[config.mk]
export PLATFORM = sky130hd
export DESIGN_NAME = div_issue_ctrl
export DESIGN_NICKNAME = d
export VERILOG_FILES = /design/src/rtl/div_issue_ctrl.sv
export SDC_FILE = /design/constraint.sdc
export NUM_CORES = 1
export LEC_CHECK = 0
export ABC_CLOCK_PERIOD_IN_PS = 2730
export CAP_MARGIN = 40
export CORE_MARGIN = 2
export CORE_UTILIZATION = 51
export DETAILED_ROUTE_END_ITERATION = 8
export DONT_BUFFER_PORTS = 1
export PLACE_DENSITY = 0.66
export REMOVE_ABC_BUFFERS = 1
export SYNTH_ARGS = -nofsm -noshare
export SYNTH_HDL_FRONTEND = slang
export SYNTH_SLANG_ARGS = --single-unit
[constraint.sdc]
create_clock -name inp_clk -period 2.73 [get_ports inp_clk]
set_input_delay 0.1365 -clock inp_clk [delete_from_list [all_inputs] [get_ports inp_clk]]
set_output_delay 0.1365 -clock inp_clk [all_outputs]
set_load 0.05 [all_outputs]
[src/rtl/div_issue_ctrl.sv]
// div_issue_ctrl
//   Issue/return stage in front of the 16-bit sequential divider.
//   Accepts divide requests over a valid/ready handshake, drives the divider
//   operand bus, waits for the divider's done handshake (low, then high) and
//   returns quotient/remainder over a valid/ack handshake. Divide-by-zero and
//   repeats of the last divided operand pair are answered locally, because the
//   divider never restarts when its operand bus does not change.
//
// Parameters
//   TIMEOUT_CYC  max cycles spent waiting on the divider before aborting (>= 1)
//   SETTLE_CYC   cycles the operand bus is held stable before watching done (>= 1)
//
// Ports
//   inp_clk, inp_rst            clock, synchronous active-high reset
//   inp_valid / out_ready       request handshake; inp_a / inp_b sampled on accept
//   out_valid / inp_ack         response handshake; response held until ack
//   out_quotient/out_remainder  response data
//   out_div_zero / out_err      divide-by-zero / timeout-abort flags
//   out_div_a / out_div_b       operand bus to the divider
//   inp_div_done                divider done flag
//   inp_div_result              divider result {quotient, remainder}
module div_issue_ctrl #(
    parameter int unsigned TIMEOUT_CYC = 64,
    parameter int unsigned SETTLE_CYC  = 2
) (
    input  logic        inp_clk,
    input  logic        inp_rst,
    input  logic        inp_valid,
    output logic        out_ready,
    input  logic [15:0] inp_a,
    input  logic [15:0] inp_b,
    output logic        out_valid,
    input  logic        inp_ack,
    output logic [15:0] out_quotient,
    output logic [15:0] out_remainder,
    output logic        out_div_zero,
    output logic        out_err,
    output logic [15:0] out_div_a,
    output logic [15:0] out_div_b,
    input  logic        inp_div_done,
    input  logic [31:0] inp_div_result
);

    typedef enum logic [2:0] {
        S_IDLE,
        S_ZERO,
        S_HIT,
        S_LAUNCH,
        S_WAIT_LOW,
        S_WAIT_HIGH,
        S_RESP
    } state_t;

    localparam logic [15:0] SETTLE_LAST = 16'(SETTLE_CYC);
    localparam logic [15:0] TMO_LAST    = 16'(TIMEOUT_CYC - 1);

    state_t      state_q, state_d;
    logic [15:0] cnt_q, cnt_d;
    logic [15:0] a_q, b_q;
    logic        cache_valid;
    logic [15:0] cache_quot, cache_rem;

    // One-cycle strobes from the FSM into the datapath.
    logic accept;
    logic drive_bus;
    logic ld_zero;
    logic ld_hit;
    logic ld_result;
    logic ld_timeout;
    logic do_ack;
    logic tmo_hit;

    assign out_ready = (state_q == S_IDLE);
    assign out_valid = (state_q == S_RESP);

    // The counter is shared: LAUNCH uses it for settling, the wait states
    // for the timeout. Using >= lets a WAIT_LOW->WAIT_HIGH step on the last
    // allowed cycle still time out on the following cycle.
    assign tmo_hit = (cnt_q >= TMO_LAST);

    always_comb begin
        state_d    = state_q;
        cnt_d      = cnt_q;
        accept     = 1'b0;
        drive_bus  = 1'b0;
        ld_zero    = 1'b0;
        ld_hit     = 1'b0;
        ld_result  = 1'b0;
        ld_timeout = 1'b0;
        do_ack     = 1'b0;

        case (state_q)
            S_IDLE: begin
                if (inp_valid) begin
                    accept = 1'b1;
                    cnt_d  = '0;
                    if (inp_b == 16'd0) begin
                        state_d = S_ZERO;
                    end else if (cache_valid && (inp_a == out_div_a) && (inp_b == out_div_b)) begin
                        state_d = S_HIT;
                    end else begin
                        state_d = S_LAUNCH;
                    end
                end
            end

            S_ZERO: begin
                ld_zero = 1'b1;
                state_d = S_RESP;
            end

            S_HIT: begin
                ld_hit  = 1'b1;
                state_d = S_RESP;
            end

            // First LAUNCH cycle puts a_q/b_q on the bus; the bus is then
            // stable for SETTLE_CYC further cycles before WAIT_LOW.
            S_LAUNCH: begin
                if (cnt_q == 16'd0) begin
                    drive_bus = 1'b1;
                end
                if (cnt_q >= SETTLE_LAST) begin
                    state_d = S_WAIT_LOW;
                    cnt_d   = '0;
                end else begin
                    cnt_d = cnt_q + 16'd1;
                end
            end

            S_WAIT_LOW: begin
                cnt_d = cnt_q + 16'd1;
                if (!inp_div_done) begin
                    state_d = S_WAIT_HIGH;
                end else if (tmo_hit) begin
                    ld_timeout = 1'b1;
                    state_d    = S_RESP;
                end
            end

            S_WAIT_HIGH: begin
                cnt_d = cnt_q + 16'd1;
                if (inp_div_done) begin
                    ld_result = 1'b1;
                    state_d   = S_RESP;
                end else if (tmo_hit) begin
                    ld_timeout = 1'b1;
                    state_d    = S_RESP;
                end
            end

            S_RESP: begin
                if (inp_ack) begin
                    do_ack  = 1'b1;
                    state_d = S_IDLE;
                end
            end

            default: begin
                state_d = S_IDLE;
            end
        endcase
    end

    always_ff @(posedge inp_clk) begin
        if (inp_rst) begin
            state_q       <= S_IDLE;
            cnt_q         <= '0;
            a_q           <= '0;
            b_q           <= '0;
            out_quotient  <= '0;
            out_remainder <= '0;
            out_div_zero  <= 1'b0;
            out_err       <= 1'b0;
            out_div_a     <= '0;
            out_div_b     <= '0;
            cache_valid   <= 1'b0;
            cache_quot    <= '0;
            cache_rem     <= '0;
        end else begin
            state_q <= state_d;
            cnt_q   <= cnt_d;

            if (accept) begin
                a_q <= inp_a;
                b_q <= inp_b;
            end

            // The operand bus only ever moves here, so an unchanged bus
            // always matches the cached result.
            if (drive_bus) begin
                out_div_a <= a_q;
                out_div_b <= b_q;
            end

            if (ld_zero) begin
                out_quotient  <= 16'hFFFF;
                out_remainder <= a_q;
                out_div_zero  <= 1'b1;
                out_err       <= 1'b0;
            end

            if (ld_hit) begin
                out_quotient  <= cache_quot;
                out_remainder <= cache_rem;
                out_div_zero  <= 1'b0;
                out_err       <= 1'b0;
            end

            if (ld_result) begin
                out_quotient  <= inp_div_result[31:16];
                out_remainder <= inp_div_result[15:0];
                out_div_zero  <= 1'b0;
                out_err       <= 1'b0;
                cache_quot    <= inp_div_result[31:16];
                cache_rem     <= inp_div_result[15:0];
                cache_valid   <= 1'b1;
            end

            if (ld_timeout) begin
                out_quotient  <= '0;
                out_remainder <= '0;
                out_div_zero  <= 1'b0;
                out_err       <= 1'b1;
                cache_valid   <= 1'b0;
            end

            if (do_ack) begin
                out_div_zero <= 1'b0;
                out_err      <= 1'b0;
            end
        end
    end

endmodule

Word level (Yosys, flattened, before mapping)
Index checks and enable logic that the tools add are counted.
{"block": "classes", "n_addsub": 1, "multipliers": 0, "div_mod_pow": 0, "n_lt_le_gt_ge": 2, "eq_ne": 11, "shifts": 0, "mux": 36, "bitwise": 0, "n_reduce_logical": 15}
{"op": "16-bit two-way mux", "n": 8}
{"op": "16-bit case mux with 3 select lines", "n": 1}
{"op": "16-bit == test", "n": 2}
{"op": "16-bit zero test", "n": 2}
{"op": "1-bit two-way mux", "n": 18}
{"op": "3-bit two-way mux", "n": 6}
{"op": "3-bit case mux with 6 select lines", "n": 1}
{"op": "16-bit by 1-bit adder with 16-bit output (second input constant)", "n": 1}
{"op": "16-bit by 2-bit >= comparator with 1-bit output (second input constant)", "n": 1}
{"op": "16-bit by 6-bit >= comparator with 1-bit output (second input constant)", "n": 1}
{"op": "3-bit == test (second input constant)", "n": 3}
{"op": "2-bit OR reduction", "n": 4}
{"op": "3-bit by 2-bit == test with 1-bit output (second input constant)", "n": 2}
{"op": "3-bit nonzero test", "n": 2}
{"op": "5-bit OR reduction", "n": 1}
{"op": "2-bit inequality test (second input constant)", "n": 2}
{"op": "4-bit nonzero test", "n": 1}
{"op": "3-bit by 1-bit == test with 1-bit output (second input constant)", "n": 1}
{"op": "3-bit zero test", "n": 1}
{"op": "3-bit AND reduction", "n": 1}
{"op": "1-bit logical AND", "n": 2}
{"op": "2-bit two-way mux", "n": 1}
{"op": "2-bit by 1-bit inequality test with 1-bit output (second input constant)", "n": 1}
{"op": "1-bit case mux with 2 select lines", "n": 1}
{"op": "2-bit AND reduction", "n": 1}
{"block": "totals", "ff_bits": 150, "latchBits": 0, "mem_bits_rw": 0, "rom_bits": 0, "inputBits": 69, "word_cells": 78, "mem_count": 0}

Longest topological paths before layout
{"block": "logic_depth", "depth_word": 7, "ltp_mapped": 8}

Least setup slack after synthesis
Ideal clock, no wire load.
{"block": "synth_path", "path_kind": "reg2reg", "from": "reg state_q[1]", "to": "reg a_q[0]", "setup_ps": 70, "t_arrival_ps": 1808, "required_time_ps": 2660, "slack_ps": 851, "stages_incl_launch_ff": 9, "path_buffers": 3, "period_less_slack_ps": 1879, "path_cell_list": "dfxtp_1 -> clkbuf_2 -> or3_1 -> inv_1 -> and2_1 -> buf_2 -> buf_2 -> nand2_1 -> a21oi_1"}
{"block": "synth_via", "elab_chain_cells": 2}
{"item": "start, declared", "line_no": "57", "source": "state_t state_q, state_d;"}
{"item": "start signal, assigned", "line_no": "181", "source": "state_q <= state_d;"}
{"item": "3-bit zero test"}
{"item": "via out_ready", "line_no": "29", "source": "output logic out_ready,"}
{"item": "1-bit two-way mux", "line_no": "92", "source": "case (state_q)"}
{"item": "end signal, assigned", "line_no": "185", "source": "a_q <= inp_a;"}
{"item": "end, declared", "line_no": "59", "source": "logic [15:0] a_q, b_q;"}
The timed path passes the listed nets, and every way through them passes these cells.
A chain may end at the register's enable or synchronous reset.

Worst setup path after layout
{"block": "layout_path", "from": "reg state_q[0]", "to": "reg state_q[1]"}
{"block": "layout_via", "elab_chain_cells": 3, "elab_cells_between_ends": 13}
{"item": "3-bit by 2-bit == test with 1-bit output (tied with other cells)", "line_no": "92"}
{"item": "2-bit OR reduction (no source line) (tied with other cells)"}
{"item": "3-bit case mux with 6 select lines or 3-bit AND reduction (tied branches)"}
Parallel ways exist; a longest one is shown, timed or not.

==> impl_results.md <==
- DIE AREA: 13,600 um^2
- GRT Total Usage: 26.1%
- RSZ-0062 raised after global routing: no
- Largest family of logic cells by synthesized area: simple AND/OR/NAND/NOR gates
- WP data required: 3040 ps
- Cell Rows: 41
- Cell chosen for the clock root: clkbuf_16
- Compound-Gate Fraction of Synth Area: 16.0%
- First-pass GRT wire length: 27,200 um
- Mux cell area share after synthesis: 2.49%
- Sequential share of the synthesized area: 46.6%
- PD cells: 911 nW/um^2
- Clk slew on worst S/H paths: 60 ps
- Mapped Cells: 803
- Non-Filler Instances: 1,058
- Maximum VDD drop: 455 uV
- Post-synthesis simple-gate area fraction: 23.8%
- Count of cell types in the netlist: 49
- Grt total ovfl: 0
- Placed cells: 953
- Largest net degree at the start of global routing: 104
- Clock skew: 12.7 ps
- H-tree depth: 4
- Area leader, netlist: dfxtp_1
- Via count: 5,851
- Design Area, Final: 8020 um^2
- Worst rel slew slack: 49.5%
- Cell Area, Placed: 6670 um^2
- Tot Pwr: 7.30 mW
- Fin crit share: 91.1%
- Top-count cell post-synth: nand2_1
- Crit Path Max Fanout: 15
- CP Data Arrival Time: 2790 ps
- Vias/cell: 5.53
- Synthesized area: 6440 um^2
- Syn avg cell area: 8.02 um^2
- Die height: 116 um
- Most frequent cells after synthesis: nand2_1, dfxtp_1, a21oi_1, xnor2_1, nor2_1
- Final count of hold timing violations: 0
- R2R Path Start: state_q[0]
- Number of flops mapped to enable cells by yosys: 0
- Max_cap viols: 0
- TritonCTS clock tree: built
- Post-cts resize count: 0
- DRT Pass-1 Iters: 5
- Seq cells post-synth: 150
- Worst Hold Launch: inp_ack
- Leakage power figure: 2.73 nW
- IO Pins: 137
- Crit path from: state_q[0]
- Status: completed
- FF-to-FF path depth: 7
- Dpl hpwl: 10,900 um
- I/O Buffers: 0
- Clk_lat worst skew: 430 ps
- Hold Crit Class: input port to register
- Crit end category: register
- Initial Util: 51.7%
- Hold endpoint: out_div_zero
- Adder-cell share of the synthesized area: 0.583%
- DRC: 0
- RR Endpoint: state_q[1]
- Final GP Congestion: 0.812
- DIE WIDTH: 116 um
- Setup slack, reg-to-reg: 240 ps
- N_diodes: 0
- Primary FF master, synth: dfxtp_1
- Final worst path period need: 2490 ps
- Top cells by area, synth: dfxtp_1, nand2_1, a21oi_1
- DR WL/cell: 16.6 um
- Final #Nets: 946
- Asr flop ratio synth: 0%
- CTS sink cnt: 150
- Startpoint Class: register
- Antenna violations before repair: 1
- Post-synthesis xor/xnor area fraction: 5.84%
- Final setup vio count: 0
- Yosys top cell area share: 46.6%
- Hold Crit Depth: 3
- Final WL: 17,600 um
- TritonCTS Buffers: 17
- Ratio of cells with drive above 1 in the final layout: 10.2%
- Max-slew violation count: 0
- Fmax: 402 MHz
- Synth Warn #: 0
- CTS max path bufs: 2
- CP Class: register to register
- Vias in the first global route: 5,496
- 1st-iter DRT viols: 374
- Routed Antenna Nets: 0
- Synthesis-to-finish area growth: 24.5%
- Slew at the pin closest to its max-slew limit: 739 ps
- Core footprint: 12,500 um^2
==> flip-flops by register name, indices dropped and copies added, names as in the netlist <==
name           flops
a_q               16
state_q            3
cache_rem         16
out_div_zero       1
out_div_b         16
out_remainder     16
cache_valid        1
out_quotient      16
cache_quot        16
out_err            1
b_q               16
cnt_q             16
out_div_a         16
==> layout make-up <==
type                            instances  area, um^2
Fill cell                            1034        4450
Clock inverter                          8         121
Tap cell                              172         215
Multi-Input combinational cell        588        3150
Clock buffer                           23         488
Inverter                                9        33.8
Sequential cell                       150        3000
Timing Repair Buffer                  108        1010
==> cell families (layout without fill, tap and decap cells) <==
group | count (synthesis) | in the layout
muxes | 16 | 16
and+or+nand+nor | 345 | 345
buffers and inverters | 65 | 148
AOI/OAI and AO/OA | 181 | 181
DFF | 150 | 150
xor gates and xnor gates | 43 | 43
adders and majority gates | 3 | 3
==> how the worst max path moves through the flow <==
stage                 endpoint  slack [ps]  cells past startpoint
finish              state_q[1]         240                      7
detailed placement    cnt_q[1]         400                      5
CTS                 state_q[1]          30                      6
floorplan           state_q[1]        -300                      5
global placement      cnt_q[1]         550                      5
global route        state_q[1]          50                      7
==> through the flow <==
stage	setup WS, ps	util (%)	TNS (ps)	hold slack (ps)
after floorplan	-304	-	-4170	206
after global placement	545	53.5	0	217
after detailed placement	400	53.5	0	221
after CTS	28.6	64.0	0	12.2
after global routing	46.0	64.3	0	50.3
final	243	64.3	0	27.8
==> critical path, stage by stage, from the launching register on <==
cell	delay [ps]
dfxtp_1	590
nor3b_2	90
buf_4	210
a21oi_2	470
o21ai_0	180
o221ai_1	180
a21oi_1	90
dlygate4sd3_1	570
==> routing by layer <==
metal | vias up | track usage, % | wire length (um)
met5 | - | 0 | 0
met4 | 0 | 11.5 | 275
met3 | 22 | 8.67 | 1450
met2 | 183 | 43.7 | 8550
met1 | 2795 | 30.6 | 7320
li1 | 2851 | - | -
==> power by group <==
part	total, mW	switching, mW	internal, mW	leakage [nW]
clock	2.41	0.888	1.53	0.299
combinational	1.67	1.05	0.627	1.22
sequential	3.22	0.735	2.48	1.22
total	7.30	2.67	4.63	2.73
==> cell usage in the layout (no fill, tap or decap), types with 3 or more instances in the layout <==
| cell | synthesis | layout |
|---|---|---|
| nand2_1 | 239 | 239 |
| dfxtp_1 | 150 | 150 |
| a21oi_1 | 119 | 119 |
| dlygate4sd3_1 | 0 | 68 |
| xnor2_1 | 43 | 43 |
| nor2_1 | 38 | 38 |
| buf_4 | 1 | 38 |
| o21ai_0 | 20 | 20 |
| clkbuf_16 | 0 | 17 |
| o22ai_1 | 16 | 16 |
| mux2i_1 | 16 | 16 |
| nor3_2 | 12 | 12 |
| inv_1 | 9 | 9 |
| nand3_1 | 9 | 9 |
| nor4_1 | 8 | 8 |
| a211oi_1 | 8 | 8 |
| nand4_1 | 7 | 7 |
| nor3_1 | 6 | 6 |
| nand2b_1 | 4 | 4 |
| a2111oi_0 | 4 | 4 |
| clkbuf_8 | 0 | 4 |
| and3_1 | 3 | 3 |
| nand3b_1 | 3 | 3 |
| ha_1 | 3 | 3 |
| bufinv_16 | 0 | 3 |
| clkinv_2 | 0 | 3 |
==> timing repair <==
item,4_1_cts,5_1_grt
endpoints found under the hold margin,133,0
hold buffers,69,0
setup endpoints to repair,0,1
buffers inserted,0,5
No activity file was read; power rests on OpenSTA's default activity.
